## src/rtl/vita_rx_control_multichan.sv

```systemverilog
// vita_rx_control_multichan: multi-lane VITA RX control stage.
// Executes timed stream commands from the settings bus. Each strobed set of
// lane samples becomes one timestamped word in a single-entry output register.
// Late commands and overruns are reported as error words.
// Optional feature macro: VRX_IQ_SWAP_EN (per-lane I/Q half swap, BASE+3 mask).
module vita_rx_control_multichan #(
  parameter int BASE  = 0,
  parameter int NCHAN = 1,
  parameter int WIDTH = 32,
  parameter int CNTW  = 28
) (
  input  logic                        clk,
  input  logic                        reset,
  input  logic                        clear,
  input  logic                        set_stb,
  input  logic [7:0]                  set_addr,
  input  logic [31:0]                 set_data,
  input  logic [63:0]                 vita_time,
  input  logic [NCHAN*WIDTH-1:0]      sample,
  input  logic                        strobe,
  output logic                        run,
  output logic                        overrun,
  output logic [68+NCHAN*WIDTH-1:0]   sample_fifo_o,
  output logic                        sample_fifo_src_rdy_o,
  input  logic                        sample_fifo_dst_rdy_i,
  output logic [31:0]                 debug
);

  localparam int SW = NCHAN*WIDTH;
  localparam int OW = 68 + SW;
  localparam logic [7:0] ADDR_CMD = 8'(BASE);
  localparam logic [7:0] ADDR_HI  = 8'(BASE + 1);
  localparam logic [7:0] ADDR_LO  = 8'(BASE + 2);

  typedef enum logic [1:0] {S_IDLE = 2'd0, S_WAIT = 2'd1, S_RUN = 2'd2, S_ERR = 2'd3} state_t;

  // ---------------- settings registers ----------------
  logic            cmd_now_q, cmd_now_d, cmd_reload_q, cmd_reload_d, cmd_stop_q, cmd_stop_d;
  logic [CNTW-1:0] cmd_lines_q, cmd_lines_d;
  logic [31:0]     time_hi_q, time_hi_d, time_lo_q, time_lo_d;
  logic            commit_q, commit_d;
  logic            unused_set;

  // command bits 30 and any bits above num_lines carry nothing
  assign unused_set = ^set_data;

  // decode settings-bus writes; a time_lo write arms the commit pulse
  always_comb begin
    cmd_now_d    = cmd_now_q;
    cmd_reload_d = cmd_reload_q;
    cmd_stop_d   = cmd_stop_q;
    cmd_lines_d  = cmd_lines_q;
    time_hi_d    = time_hi_q;
    time_lo_d    = time_lo_q;
    commit_d     = 1'b0;
    if (set_stb) begin
      if (set_addr == ADDR_CMD) begin
        cmd_now_d    = set_data[31];
        cmd_reload_d = set_data[29];
        cmd_stop_d   = set_data[28];
        cmd_lines_d  = set_data[CNTW-1:0];
      end
      if (set_addr == ADDR_HI) time_hi_d = set_data;
      if (set_addr == ADDR_LO) begin
        time_lo_d = set_data;
        commit_d  = 1'b1;
      end
    end
  end

  // settings survive clear; only the pending commit pulse is dropped
  always_ff @(posedge clk) begin
    if (reset) begin
      cmd_now_q    <= 1'b0;
      cmd_reload_q <= 1'b0;
      cmd_stop_q   <= 1'b0;
      cmd_lines_q  <= '0;
      time_hi_q    <= '0;
      time_lo_q    <= '0;
      commit_q     <= 1'b0;
    end else begin
      cmd_now_q    <= cmd_now_d;
      cmd_reload_q <= cmd_reload_d;
      cmd_stop_q   <= cmd_stop_d;
      cmd_lines_q  <= cmd_lines_d;
      time_hi_q    <= time_hi_d;
      time_lo_q    <= time_lo_d;
      commit_q     <= clear ? 1'b0 : commit_d;
    end
  end

  // ---------------- optional per-lane I/Q swap ----------------
  logic [SW-1:0] sample_sw;
`ifdef VRX_IQ_SWAP_EN
  localparam logic [7:0] ADDR_SWAP = 8'(BASE + 3);
  logic [NCHAN-1:0] iq_swap_q, iq_swap_d;

  // swap mask register, kept across clear like the other settings
  always_comb begin
    iq_swap_d = iq_swap_q;
    if (set_stb && set_addr == ADDR_SWAP) iq_swap_d = set_data[NCHAN-1:0];
  end

  // mask register update
  always_ff @(posedge clk) begin
    if (reset) iq_swap_q <= '0;
    else       iq_swap_q <= iq_swap_d;
  end

  for (genvar i = 0; i < NCHAN; i++) begin : g_lane
    assign sample_sw[i*WIDTH +: WIDTH] = iq_swap_q[i] ?
      {sample[i*WIDTH +: WIDTH/2], sample[i*WIDTH+WIDTH/2 +: WIDTH/2]} :
      sample[i*WIDTH +: WIDTH];
  end
`else
  assign sample_sw = sample;
`endif

  // ---------------- control FSM and output register ----------------
  state_t          state_q, state_d;
  logic [CNTW-1:0] count_q, count_d, act_lines_q, act_lines_d;
  logic            act_now_q, act_now_d, act_reload_q, act_reload_d;
  logic [63:0]     act_time_q, act_time_d;
  logic            sob_pend_q, sob_pend_d, stop_pend_q, stop_pend_d;
  logic [67:0]     err_word_q, err_word_d;   // {eob, overrun, late, sob, time}
  logic            err_loaded_q, err_loaded_d;
  logic            full_q, full_d, run_q, run_d, overrun_q, overrun_d;
  logic [OW-1:0]   out_q, out_d;
  logic            loadable, accept, stop_eff, last, load;
  logic [OW-1:0]   load_word;

  assign loadable = !full_q || sample_fifo_dst_rdy_i;
  assign accept   = full_q && sample_fifo_dst_rdy_i;
  // a stop commit landing with a strobe already ends the burst on that strobe
  assign stop_eff = stop_pend_q || (commit_q && cmd_stop_q);
  assign last     = ((act_lines_q != '0) && (count_q == act_lines_q - CNTW'(1))) || stop_eff;

  // next-state, output-register load and error-word capture
  always_comb begin
    state_d      = state_q;
    count_d      = count_q;
    act_lines_d  = act_lines_q;
    act_now_d    = act_now_q;
    act_reload_d = act_reload_q;
    act_time_d   = act_time_q;
    sob_pend_d   = sob_pend_q;
    stop_pend_d  = stop_pend_q;
    err_word_d   = err_word_q;
    err_loaded_d = err_loaded_q;
    overrun_d    = 1'b0;
    load         = 1'b0;
    load_word    = '0;
    case (state_q)
      S_IDLE: begin
        if (commit_q && !cmd_stop_q) begin
          state_d      = S_WAIT;
          act_lines_d  = cmd_lines_q;
          act_now_d    = cmd_now_q;
          act_reload_d = cmd_reload_q;
          act_time_d   = {time_hi_q, time_lo_q};
          count_d      = '0;
          stop_pend_d  = 1'b0;
        end
      end
      S_WAIT: begin
        if (commit_q && cmd_stop_q) begin
          state_d = S_IDLE;
        end else if (act_now_q || vita_time == act_time_q) begin
          state_d    = S_RUN;
          sob_pend_d = 1'b1;
          count_d    = '0;
        end else if (vita_time > act_time_q) begin
          state_d      = S_ERR;
          err_word_d   = {4'b1010, vita_time};
          err_loaded_d = 1'b0;
        end
      end
      S_RUN: begin
        if (commit_q && cmd_stop_q) stop_pend_d = 1'b1;
        if (strobe) begin
          if (loadable) begin
            load       = 1'b1;
            load_word  = {last, 2'b00, sob_pend_q, vita_time, sample_sw};
            sob_pend_d = 1'b0;
            count_d    = count_q + CNTW'(1);
            if (last) begin
              count_d = '0;
              if (act_reload_q && !stop_eff) begin
                sob_pend_d = 1'b1;
              end else begin
                state_d     = S_IDLE;
                stop_pend_d = 1'b0;
              end
            end
          end else begin
            overrun_d    = 1'b1;
            state_d      = S_ERR;
            err_word_d   = {4'b1100, vita_time};
            err_loaded_d = 1'b0;
          end
        end
      end
      S_ERR: begin
        if (!err_loaded_q) begin
          if (loadable) begin
            load         = 1'b1;
            load_word    = {err_word_q, {SW{1'b0}}};
            err_loaded_d = 1'b1;
          end
        end else if (accept) begin
          state_d = S_IDLE;
        end
      end
      default: state_d = S_IDLE;
    endcase
    full_d = load ? 1'b1 : (accept ? 1'b0 : full_q);
    out_d  = load ? load_word : out_q;
    run_d  = (state_d == S_RUN);
  end

  // FSM and output register; reset and clear both return to an empty IDLE
  always_ff @(posedge clk) begin
    if (reset || clear) begin
      state_q      <= S_IDLE;
      count_q      <= '0;
      act_lines_q  <= '0;
      act_now_q    <= 1'b0;
      act_reload_q <= 1'b0;
      act_time_q   <= '0;
      sob_pend_q   <= 1'b0;
      stop_pend_q  <= 1'b0;
      err_word_q   <= '0;
      err_loaded_q <= 1'b0;
      full_q       <= 1'b0;
      out_q        <= '0;
      run_q        <= 1'b0;
      overrun_q    <= 1'b0;
    end else begin
      state_q      <= state_d;
      count_q      <= count_d;
      act_lines_q  <= act_lines_d;
      act_now_q    <= act_now_d;
      act_reload_q <= act_reload_d;
      act_time_q   <= act_time_d;
      sob_pend_q   <= sob_pend_d;
      stop_pend_q  <= stop_pend_d;
      err_word_q   <= err_word_d;
      err_loaded_q <= err_loaded_d;
      full_q       <= full_d;
      out_q        <= out_d;
      run_q        <= run_d;
      overrun_q    <= overrun_d;
    end
  end

  assign run                   = run_q;
  assign overrun               = overrun_q;
  assign sample_fifo_o         = out_q;
  assign sample_fifo_src_rdy_o = full_q;
  assign debug                 = {state_q, full_q, strobe, 28'(count_q)};

endmodule
```

## config.mk

```make
export PLATFORM = sky130hd
export DESIGN_NAME = vita_rx_control_multichan
export DESIGN_NICKNAME = d
export VERILOG_FILES = /design/src/rtl/vita_rx_control_multichan.sv
export SDC_FILE = /design/constraint.sdc
export NUM_CORES = 1
export LEC_CHECK = 0
export CAP_MARGIN = 5
export CORE_MARGIN = 2
export CORE_UTILIZATION = 50
export CTS_CLUSTER_SIZE = 8
export DETAILED_ROUTE_END_ITERATION = 10
export GPL_ROUTABILITY_DRIVEN = 0
export PLACE_DENSITY = 0.75
export SLEW_MARGIN = 30
export SYNTH_ARGS = -nofsm -noshare
export SYNTH_HDL_FRONTEND = slang
export SYNTH_SLANG_ARGS = --single-unit
```

## constraint.sdc

```tcl
create_clock -name clk -period 3.8 [get_ports clk]
set_input_delay 0.76 -clock clk [delete_from_list [all_inputs] [get_ports clk]]
set_output_delay 0.76 -clock clk [all_outputs]
set_load 0.05 [all_outputs]
```

== After elaboration in Yosys (flattened, before gate mapping) ==
Index checks and enable logic that the tools add are counted.
Widths: inputs -> output; s select.
Word-level totals
  register bits: 394
  bits in latches: 0
  RAM bits: 0
  ROM bits: 0
  bits of input ports: 142
  output and inout port bits: 135
  logic and storage cells: 133
  memories kept: 0
Cells by class
  add/subtract/negate cells: 2
  multipliers: 0
  divide/modulo/power cells: 0
  $lt $le $gt $ge: 1
  equality and inequality tests: 16
  shift-type cells: 0
  muxes and demuxes: 58
  bitwise operators: 3
  reductions and logical operators: 32
Operators by type and width (count)
  $mux 100: 4
  $mux 68: 5
  $pmux 100 s2: 1
  $mux 28: 6
  $pmux 68 s2: 1
  $pmux 28 s3: 1
  $eq 64x64->1: 1
  $gt 64x64->1: 1
  $add 28x1->28 const B: 1
  $eq 28x28->1: 1
  $reduce_bool 28->1: 1
  $sub 28x1->28 const B: 1
  $mux 1: 25
  $mux 2: 10
  $reduce_and 6->1: 3
  $ne 2x2->1 const B: 8
  $reduce_and 2->1: 5
  $eq 8x1->1 const B: 1
  $eq 8x2->1 const B: 1
  $logic_not 8->1: 1
  $pmux 2 s4: 1
  $eq 2x2->1 const B: 3
  $pmux 1 s2: 3
  $reduce_bool 2->1: 3
  other kinds (10): 24

== Longest topological paths before layout ==
Gate-level depths: netlist (run 1).
  word-level depth: 10
  gate-level depth with buffers: 13
  depth with buffers taken out: 11

== Least setup slack after synthesis (run 1) ==
Ideal clock, no wire load.
  path type: input to register
  from: in vita_time[59]
  to: reg err_word_q[26]
  setup time: 0.128 ns
  data arrival time: 3.416 ns
  data required time: 3.672 ns
  slack: 0.256 ns
  stages on the path: 12
  buffers on the path: 2
  cells stage by stage: ha_1 -> nand4_1 -> nor4_1 -> nand4_1 -> o21bai_1 -> nor2_1 -> and2_1 -> a21oi_1 -> buf_1 -> buf_2 -> mux2i_1 -> nor2_1
Between the ends
  cells in the longest elaborated chain, start to end: 4
  elaborated cells on any way between the ends: 6
  classes of those cells: order compare (1); eq/ne (3); reduce/logical (2)
Ends and longest elaborated chain
  start: declaration: RTL line 18  | input logic [63:0] vita_time,
  branches (longest 3 deep; another with $gt 64x64->1)
  $reduce_and 6->1 (no source line) (*)
  end signal: assignment: RTL line 247  | err_word_q <= err_word_d;
  end: declaration: RTL line 125  | logic [67:0] err_word_q, err_word_d;
Mark *: on every way between the ends.
A chain may end at the register's enable or synchronous reset.

== Final worst setup path (run 1) ==
  from: reg act_lines_q[0]
  to: reg out_q[99] (netlist: sample_fifo_o[99])
Between the ends
  cells in the longest elaborated chain, start to end: 7
  elaborated cells on any way between the ends: 8
  classes of those cells: add/sub (1); eq/ne (1); mux (3); reduce/logical (3)
Ends and longest elaborated chain
  start: declaration: RTL line 121  | logic [CNTW-1:0] count_q, count_d, act_lines_q, act_lines_d;
  start signal: assignment: RTL line 241  | act_lines_q <= act_lines_d;
  $sub 28x1->28: RTL line 136  | assign last = ((act_lines_q != '0) && (count_q == act_lines_q - CNTW'(1))) || stop_eff;
  $eq 28x28->1: RTL line 136
  $logic_and 1x1->1 (*): RTL line 136
  $logic_or 1x1->1 (*): RTL line 136
  $mux 100 (*): RTL line 181  | if (loadable) begin
  $mux 100 (*): RTL line 180  | if (strobe) begin
  $pmux 100 s2 (*): RTL line 153  | case (state_q)
  end signal: assignment: RTL line 250  | out_q <= out_d;
  end: declaration: RTL line 128  | logic [OW-1:0] out_q, out_d;
Mark *: on every way between the ends. The rest lies on a longest branch, timed or not.

==> flow_summary.yaml, run 1 <==
timing:
  hold_slack_ns: 0.446
  period_share_pct: 95.5
  rsz0062_at_grt: "no"
  setup_violations: 0
  setup_ws_ns: 0.173
  skew_ns: 0.0292
  clock.fmax_ghz: 0.276
  slew_viol_final: 0
  fin_crit_ns: 3.63
  tns_ns: 0
  max_slew_margin_pct: 50.1
  worst_pin_slew_ns: 0.748
  final_hold_viol_count: 0
grt:
  first_global_vias: 15100
  grt_max_degree: 96
  overflow: 0
  antenna_found_initial: 0
  grt_pass1_wl_mm: 78.1
  grt_usage_pct: 26.7
synth:
  yosys_warnings: 0
  yosysSeqAreaShare_pct: 45.9
  synthArstFlopShare_pct: 0
  synth_area_mm2: 0.0171
  synth_area_leaders: "dfxtp_1 46%, nand2_1 9.3%, a21oi_1 7.1%"
  synthCells: 2087
  synth_top_area_share_pct: 45.9
  synth_edf_count: 0
  avgSynthCellArea_um2: 8.21
  synth-seq-cells: 393
  yosysTopAreaCell: "dfxtp_1"
  synth_fp_nets: 2295
  yosys_most_used_dff: "dfxtp_1"
  yosysUniqueCellTypes: 64
cells_and_area:
  nFillCells: 2796
  final_area_mm2: 0.0222
  layout-drive-gt1-share_pct: 7.68
  fin_nets: 2572
  final_common_cell: "nand2_1"
  num_antenna_cells: 0
  final_cell_mix: "427 x nand2_1, 393 x dfxtp_1, 275 x clkdlybuf4s50_1, 242 x a21oi_1, 194 x nor2_1"
  area_growth_pct: 29.3
run_status:
  status: "completed"
cts:
  clock_path_buffers: 3
  cts_tree: "built"
  cts-buffers-inserted: 55
  postCtsHoldBufs: 0
  cts_max_level: 2
  cts_root_buf: "clkbuf_16"
  post_cts_buffers: 0
  clkTransAtPathRegs_ns: 0.05
  cts_sinks: 393
  clk_latency_ns: 0.58
die:
  die_x_um: 189
  initial_core_util_pct: 51.0
  die_area_mm2: 0.0358
  pin_count: 277
  die_h_um: 189
  fp-row-count: 67
  core-area_mm2: 0.0336
detailed_routing:
  firstDrtPassIters: 6
  ant_nets: 0
  wl_per_cell_um: 17.4
  vias: 16000
  drt_iter0_drc: 1248
  drc: 0
  drt-total-wl_mm: 49.1
  avgViaCountPerCell: 5.68
worst_setup_path:
  cp_max_fo: 6
  slowest_delay_ns: 0.56
  cp_num_buf_inv: 1
  crit_top_cell: "a21oi_1"
  cpMaxStageDelayCell: "or4_4"
  crit_path_start_kind: "register"
  worstPathRequired_ns: 4.22
  worstPathCellList: "inv_1, ha_1, or4b_4, or4_4, o31a_1, a31oi_1, a21oi_1, and4_1, nor2_1, a2bb2oi_1, a21oi_1"
  crit_type: "register to register"
  crit_arrival_ns: 4.05
  crit_path_end_kind: "register"
  path_delay_family: "simple AND/OR/NAND/NOR gates"
flow_run:
  drv_cap: 0
placed_design:
  portBuffers: 276
  pre_cts_ws_ns: -0.427
  dpl_cell_area_mm2: 0.0207
  dp_hpwl_mm: 34.5
worst_hold_path:
  min_path_type: "register to register"
power_and_ir_drop:
  vdd_drop_max_v: 0.000344
  leakage_uw: 0.00818
  powerDensity_mw_per_mm2: 398
## cell families (layout without fill, tap and decap cells)
logic type      count (synthesis)  after routing  synth area share, %
fa+ha+maj                      66             66                 4.82
simple gates                  850            851                 21.9
flops                         393            393                 45.9
xor+xnor                       43             43                 2.20
buf+inv                       220            501                 5.07
compound gates                450            450                 16.3
mux                            65             65                 3.80
## final cells by class
class	count	area [um2]	area share, %
clock buffers	58	1400	6.31
clock inverters	4	60.1	0.271
inverters	70	263	1.19
multi-input cells	1475	8500	38.4
flip-flops and latches	393	7870	35.5
well taps	448	561	2.53
repair buffers	369	3510	15.9
## through the flow
step	utilization, %	instances	power [uW]
2_1_floorplan	-	2087	4350
3_3_place_gp	61.5	2754	4620
3_5_place_dp	61.5	2754	4630
4_1_cts	65.8	2816	8880
5_1_grt	65.9	2817	9080
6_report	65.9	2817	8820
## per-layer routing
| metal | vias to the layer above | wire length [um] | part of all wire (%) | track usage (%) |
|---|---|---|---|---|
| li1 | 7747 | - | - | - |
| met1 | 7553 | 21200 | 43 | 36.2 |
| met2 | 591 | 23100 | 47 | 44.0 |
| met3 | 106 | 3490 | 7.1 | 4.13 |
| met4 | 0 | 1230 | 2.5 | 7.81 |
| met5 | - | 0 | 0 | 0 |
## sequential cells by signal (all words and copies together), names as in the netlist, 2 cells and up
name and flops:
sample_fifo_o 100, err_word_q 67, time_hi_q 32, state_q 2, act_lines_q 28, act_time_q 64
count_q 28, time_lo_q 32, cmd_lines_q 28
## synth_stat cells, types with 8 or more instances
master	number
nand3_1	25
and3_1	11
a221oi_1	64
ha_1	66
inv_1	70
nor3_1	82
nand2_1	427
o21ai_0	28
o211ai_1	8
dfxtp_1	393
o21bai_1	9
nor2_1	196
a21oi_1	243
buf_1	17
clkbuf_1	120
or3_1	11
nand4_1	22
a22oi_1	34
xnor2_1	29
xor2_1	14
nor4_1	15
a21o_1	28
nor2b_1	9
mux2i_1	64
## power breakdown
group	switching [uW]	total [uW]	leakage, uW	internal [uW]
clock	1710	4270	0.000714	2560
combinational	210	419	0.00430	209
sequential	0.762	4130	0.00316	4130
total	1920	8820	0.00818	6900
## tightest hold or removal path, cell delays in order (launching register included)
cell     delay [ns]
dfxtp_1        0.30
nand2_1        0.05
a21oi_1        0.05
## worst paths after layout
kind                        to  depth (start not counted)  slack, ns       startpoint
max reg2reg  sample_fifo_o[99]                         11       0.17   act_lines_q[0]
max          sample_fifo_o[99]                         11       0.17   act_lines_q[0]
min            act_lines_q[24]                          2       0.45  cmd_lines_q[24]
min reg2reg    act_lines_q[24]                          2       0.45  cmd_lines_q[24]
## repair_timing
action / 4_1_cts / 5_1_grt
hold endpoints to repair: 0 / 0
endpoints found under the setup margin: 0 / 44
resized for setup: 0 / 3
Note: power is estimated with default switching activity, not from simulation.
==> inputs of run 2 (changes only) <==
- SLEW_MARGIN: 30 -> 5
==> flow_summary.yaml, run 2 (synthesis results as in run 1) <==
timing:
  rsz0062_at_grt: "no"
  skew_ns: 0.0248
  max_slew_margin_pct: 25.0
  setup_violations: 0
  fin_crit_ns: 3.63
  period_share_pct: 95.4
  worst_pin_slew_ns: 1.12
  slew_viol_final: 0
  final_hold_viol_count: 0
  setup_ws_ns: 0.175
  clock.fmax_ghz: 0.276
cells_and_area:
  nFillCells: 2807
  fin_nets: 2572
  final_util_pct: 65.9
  final_cell_mix: "427 x nand2_1, 393 x dfxtp_1, 275 x clkdlybuf4s50_1, 242 x a21oi_1, 194 x nor2_1"
  final_common_cell: "nand2_1"
  area_growth_pct: 29.2
  layout-drive-gt1-share_pct: 7.64
  largest_reg_flops: 100
  num_antenna_cells: 0
flow_run:
  drv_cap: 0
run_status:
  status: "completed"
worst_setup_path:
  cp_max_fo: 6
  crit_arrival_ns: 4.05
  crit_start: "act_lines_q[0]"
  r2r_start: "act_lines_q[0]"
  critical_path.endpoint: "sample_fifo_o[99]"
  crit_path_start_kind: "register"
  reg2reg_to: "sample_fifo_o[99]"
  worstPathRequired_ns: 4.22
  crit_type: "register to register"
  crit_path_end_kind: "register"
  r2r_cells: 11
  r2r_setup_slack_ns: 0.18
detailed_routing:
  avgViaCountPerCell: 5.67
  drc: 0
  wl_per_cell_um: 17.5
  firstDrtPassIters: 5
  drt-total-wl_mm: 49.2
  drt_iter0_drc: 1160
  ant_nets: 0
  vias: 16000
cts:
  cts_root_buf: "clkbuf_16"
  post_cts_buffers: 0
  clk_latency_ns: 0.58
  cts_sinks: 393
  cts-buffers-inserted: 55
  cts_tree: "built"
  clkTransAtPathRegs_ns: 0.05
  cts_max_level: 2
  postCtsHoldBufs: 0
  clock_path_buffers: 3
  cts_resized: 0
die:
  core-area_mm2: 0.0336
  die_h_um: 189
  pin_count: 277
  fp-row-count: 67
  initial_core_util_pct: 51.0
  die_x_um: 189
  die_area_mm2: 0.0358
grt:
  overflow: 0
  antenna_found_initial: 0
  grt_usage_pct: 26.7
  grt_max_degree: 96
  grt_pass1_wl_mm: 78.1
  first_global_vias: 15100
placed_design:
  dp_hpwl_mm: 34.5
  pre_cts_ws_ns: -0.427
  portBuffers: 276
power_and_ir_drop:
  seq_power_share_pct: 46.9
  leakage_uw: 0.00817
  power_switching_uw: 1920
  powerDensity_mw_per_mm2: 398
  p_comb_share_pct: 4.8
  p_sw_share_pct: 21.8
  vdd_drop_max_v: 0.000345
  clkPwrFrac_pct: 48.4
  p_int_uw: 6900
worst_hold_path:
  min_path_type: "register to register"
run 2: changes by cell type in the layout (fill, tap and decap cells not counted):
cell	previous run	this run
buf_4	87	89
buf_6	2	0
or3_1	9	10
or3_2	2	1
run 2: cell type report:
class	instances	area [um2]	area share, %
Multi-Input combinational cell	1475	8500	38.4
Sequential cell	393	7870	35.5
Timing Repair Buffer	369	3510	15.8
Clock buffer	58	1400	6.31
Tap cell	448	561	2.53
Inverter	70	263	1.19
Clock inverter	4	60.1	0.271
run 2: power groups by stage:
stage,clock [uW],sequential [uW],combinational (uW)
2_1_floorplan,0,4210,134
3_3_place_gp,0,4210,404
3_5_place_dp,0,4210,414
4_1_cts,4330,4130,417
5_1_grt,4500,4130,453
6_report,4270,4130,420
run 2: metal layers:
layer,global-route usage [%],vias up,routed length [um]
met5,0,-,0
met4,7.87,0,1230
met3,4.11,100,3510
met2,44.0,558,23100
met1,36.1,7586,21300
li1,-,7737,-
run 2: worst max-delay path, stage by stage, from the launching register on:
cell and delay, ns:
dfxtp_1 0.36, inv_1 0.09, ha_1 0.25, or4b_4 0.55, or4_4 0.56, o31a_1 0.30
a31oi_1 0.29, a21oi_1 0.15, and4_1 0.30, nor2_1 0.36, a2bb2oi_1 0.20, a21oi_1 0.08
run 2: worst min path at each step:
stage,from,end,depth (start not counted)
after floorplan,err_word_q[67],err_word_q[67],2
after global placement,cmd_now_q,act_now_q,2
after detailed placement,time_lo_q[14],act_time_q[14],2
after CTS,time_lo_q[14],act_time_q[14],2
after global routing,cmd_lines_q[3],act_lines_q[3],2
final,cmd_lines_q[24],act_lines_q[24],2
run 2: stage by stage:
stage	TNS (ns)	hold WS, ns	cells	total power (uW)	instance area [um2]
final	0	0.446	2817	8820	22200
after CTS	0	0.449	2816	8880	22100
after detailed placement	-31.90	0.442	2754	4630	20700
after global placement	-22.17	0.439	2754	4620	20700
after floorplan	0	0.426	2087	4350	17100
after global routing	0	0.463	2817	9080	22200
